<file path="config.mk">
export PLATFORM = sky130hd
export DESIGN_NAME = demux_sel_sequencer
export DESIGN_NICKNAME = d
export VERILOG_FILES = /design/src/rtl/demux_sel_sequencer.sv
export SDC_FILE = /design/constraint.sdc
export NUM_CORES = 1
export LEC_CHECK = 0
export CORE_AREA = 2 2 52 66
export DETAILED_ROUTE_END_ITERATION = 10
export DIE_AREA = 0 0 54 68
export DONT_BUFFER_PORTS = 1
export HOLD_SLACK_MARGIN = 0.08
export PLACE_DENSITY = 0.59
export SYNTH_ARGS = -nofsm -noshare
export SYNTH_HDL_FRONTEND = slang
export SYNTH_SLANG_ARGS = --single-unit
</file>
<file path="constraint.sdc">
create_clock -name clk -period 3.9 [get_ports clk]
set_clock_uncertainty 0.15 [all_clocks]
set_input_delay 0.78 -clock clk [delete_from_list [all_inputs] [get_ports clk]]
set_output_delay 0.78 -clock clk [all_outputs]
set_load 0.02 [all_outputs]
</file>
<file path="src/rtl/demux_sel_sequencer.sv">
// Serial-bit sequencer driving a 1x8 demux: one start sweeps the enabled
// channels in ascending order, holding each bit for DWELL cycles.
module demux_sel_sequencer #(
  parameter int NUM_CH = 8,
  parameter int SEL_W  = 3,
  parameter int DWELL  = 4
) (
  input  logic              clk,
  input  logic              rst_n,
  input  logic              start,
  input  logic [NUM_CH-1:0] ch_mask,
  input  logic              bit_in,
  input  logic              bit_valid,
  output logic              bit_ready,
  output logic              in,
  output logic [SEL_W-1:0]  sel,
  output logic              strobe,
  output logic              busy,
  output logic              frame_done
);

  typedef enum logic [1:0] {
    S_IDLE,
    S_WAIT,
    S_DWELL,
    S_DONE
  } state_t;

  localparam int CNT_W = 5;
  localparam logic [CNT_W-1:0] LAST = CNT_W'(DWELL - 1);

  state_t             r_state;
  state_t             w_state_nxt;
  logic [NUM_CH-1:0]  r_mask;
  logic [SEL_W-1:0]   r_sel;
  logic               r_bit;
  logic [CNT_W-1:0]   r_cnt;

  logic               w_first_any;
  logic [SEL_W-1:0]   w_first_idx;
  logic               w_next_any;
  logic [SEL_W-1:0]   w_next_idx;
  logic               w_last;

  // Descending scans leave the lowest qualifying index in the result.
  always_comb begin
    w_first_any = 1'b0;
    w_first_idx = '0;
    w_next_any  = 1'b0;
    w_next_idx  = r_sel;
    for (int i = NUM_CH - 1; i >= 0; i--) begin
      if (ch_mask[i]) begin
        w_first_any = 1'b1;
        w_first_idx = SEL_W'(i);
      end
      if (r_mask[i] && (i > int'(r_sel))) begin
        w_next_any = 1'b1;
        w_next_idx = SEL_W'(i);
      end
    end
  end

  assign w_last = (r_state == S_DWELL) && (r_cnt == LAST);

  always_comb begin
    w_state_nxt = r_state;
    unique case (r_state)
      S_IDLE: begin
        if (start) w_state_nxt = w_first_any ? S_WAIT : S_DONE;
      end
      S_WAIT: begin
        if (bit_valid) w_state_nxt = S_DWELL;
      end
      S_DWELL: begin
        if (w_last) w_state_nxt = w_next_any ? S_WAIT : S_DONE;
      end
      S_DONE: begin
        w_state_nxt = S_IDLE;
      end
      default: w_state_nxt = S_IDLE;
    endcase
  end

  always_ff @(posedge clk or negedge rst_n) begin
    if (!rst_n) begin
      r_state <= S_IDLE;
      r_mask  <= '0;
      r_sel   <= '0;
      r_bit   <= 1'b0;
      r_cnt   <= '0;
    end else begin
      r_state <= w_state_nxt;
      unique case (r_state)
        S_IDLE: begin
          if (start) begin
            r_mask <= ch_mask;
            r_sel  <= w_first_idx;
          end
        end
        S_WAIT: begin
          if (bit_valid) begin
            r_bit <= bit_in;
            r_cnt <= '0;
          end
        end
        S_DWELL: begin
          r_cnt <= r_cnt + CNT_W'(1);
          if (w_last && w_next_any) r_sel <= w_next_idx;
        end
        S_DONE: begin
          r_sel <= '0;
        end
        default: r_sel <= '0;
      endcase
    end
  end

  assign bit_ready  = (r_state == S_WAIT);
  assign busy       = (r_state == S_WAIT) || (r_state == S_DWELL);
  assign frame_done = (r_state == S_DONE);
  assign in         = (r_state == S_DWELL) && r_bit;
  assign strobe     = w_last;
  assign sel        = r_sel;

endmodule

</file>
==> run metrics <==
starting density of the core=37.1%; number of synthesized register bits=18; share of cells above drive strength 1=18.0%; RSZ-0062 raised after global routing=false; Chip Width=54 um; kind of critical path=flop to primary output; Worst-path clk slew=0.07 ns; required time of the critical path=2.97 ns; TritonCTS clock tree=yes; setup violators final=0; largest net degree at the start of global routing=19; port bufs=0; global-route wire length before repair=4150 um; Post-DP HPWL=1930 um; Post-Syn Area=1150 um^2; Worst setup SP type=flop; Core Area=3110 um^2; CP Max Fanout=12; reg-to-reg critical path startpoint=r_state[0]; Worst Hold Path Cells=1; ys flop type=dfrtp_1; Worst-Margin Slew=0.872 ns; Post-synth EDFFs=0; Final Wtd Congestion=0.828; GRT overflow=0; post-route ant nets=0; cell count after synthesis=119; Avg Inst Size Synth=9.69 um^2; Synth cell types=36; Pre-antenna DRT Iters=4; Syn Nets=138; # IOs=21; post-cts gate resize count=0; Site Rows=23; Slew Limit Fails=0; CTS root buf=clkbuf_8; HP Start=r_bit; most common cell in the netlist=dfrtp_1; power consumption=0.00103 W; Leak=0.546 nW; Synth area leaders=dfrtp_1 (39%), ha_1 (6.5%), mux2_2 (5.9%), mux2_4 (3.9%), nor2_1 (3.9%); number of setup buffers added after CTS=0; initial antenna violation count=0; sequential share of the synthesized area=39.0%; Max-slew headroom=41.7%; Synth top area share=39.0%; nets=142; setup TNS=0 ns; clk buf depth=2; worst r2r dst=sel[0]; drt wl/cell=15.8 um; 1st-iter DRT viols=28; MaxCap Viol Count=0; top cells by count, synth=dfrtp_1 (18), nor2_1 (12), inv_1 (8), o21ai_0 (8), nand2_1 (7); clock period minus worst slack=2.46 ns; Worst Reg-to-Reg Cells=6; Max VDD drop=0.352 mV; element type at the critical path end=primary output; worst skew pair latency=0.25 ns; vias in the first global route=935; DIE HEIGHT=68 um; Synth area leader=dfrtp_1; DRC Markers=0; H-tree levels=1; r2r setup slk=1.59 ns; clock sink count=18; # diodes=0; vias per inst=5.76; period utilization=63.0%; Hold Fails Final Rpt=0; synthesis-to-layout area growth=8.35%; Tot GR Track Use=15.6%; Num CTS Buffers=3; yosys warns=0; Hold Path Sink=r_bit; status=finished clean; via total after detailed routing=916; HP Class=flop to flop; Post-Route WL=2520 um; pwr dens=825 nW/um^2; maximum clock frequency=0.407 GHz; data arrival time at the worst-slack endpoint=1.53 ns; DIE AREA=3670 um^2; Synth async-reset ratio=100%
state kept, by name (all words and copies together), names as in the netlist:
register and flops:
sel 3, r_bit 1, r_state 2, r_cnt 5
r_mask 7
cell usage in the layout (no fill, tap or decap), types with 3 or more instances in the layout:
cell	instances
nor2_1	12
nor3_1	3
o22ai_1	4
o21ai_0	8
a31oi_1	3
dfrtp_1	18
clkbuf_8	4
inv_1	8
nand2_1	7
nand2b_1	4
mux2_4	3
mux2_2	6
ha_1	6
a21oi_1	6
timing repair:
item                                    in CTS  in global routing
endpoints found under the setup margin       0                  0
endpoints found under the hold margin       18                  0
hold buffers                                 1                  0
stage by stage:
step / util, % / hold WS, ns / cell area, um^2 / cells / setup WS (ns)
final: 40.2 / 0.355 / 1250 / 159 / 1.44
after global placement: 38.1 / 0.335 / 1180 / 154 / 1.71
after detailed placement: 38.1 / 0.335 / 1180 / 154 / 1.58
after floorplan: - / 0.321 / 1150 / 119 / 1.88
after global routing: 40.2 / 0.389 / 1250 / 159 / 1.31
after CTS: 40.2 / 0.365 / 1250 / 159 / 1.42
how the worst max path moves through the flow:
stage                     startpoint      to  slack (ns)
final                     r_state[0]  strobe        1.44
after global routing      r_state[0]  strobe        1.31
after CTS                 r_state[0]  strobe        1.42
after detailed placement  r_state[0]  sel[0]        1.58
after global placement    r_state[0]  sel[2]        1.71
after floorplan             r_cnt[0]  strobe        1.88
critical path: stages, from the launching register on:
cell and delay [ns]:
dfrtp_1 0.41, inv_1 0.12, ha_1 0.43, and2_1 0.32
power breakdown:
part / internal, W / switching (W) / total [W]
combinational: 0.000242 / 0.000266 / 0.000508
clock: 0.0000897 / 0.0000645 / 0.000154
sequential: 0.000263 / 0.000106 / 0.000369
total: 0.000595 / 0.000436 / 0.00103
cells by family after synthesis:
family          after synthesis  synth area share [%]
mux                          10                  10.6
compound gates               33                  19.6
fa+ha+maj                     6                  6.51
flops                        18                  39.0
simple gates                 42                  20.3
buf+inv                      10                  3.90
layout make-up:
type	count	area, um^2
timing repair buffer	1	10.0
sequential	18	450
fill	318	1860
clock buffer	4	55.1
tap	37	46.3
inverter	8	30.0
multi-input combinational	91	658
layer usage:
metal | up-vias | part of all wire (%) | global-route usage (%)
met1 | 453 | 42 | 19.0
met4 | 0 | 1.7 | 7.19
met2 | 25 | 51 | 26.1
met3 | 4 | 4.9 | 2.84
li1 | 434 | - | -
met5 | - | 0 | 0
(Power assumes the default switching activity.)
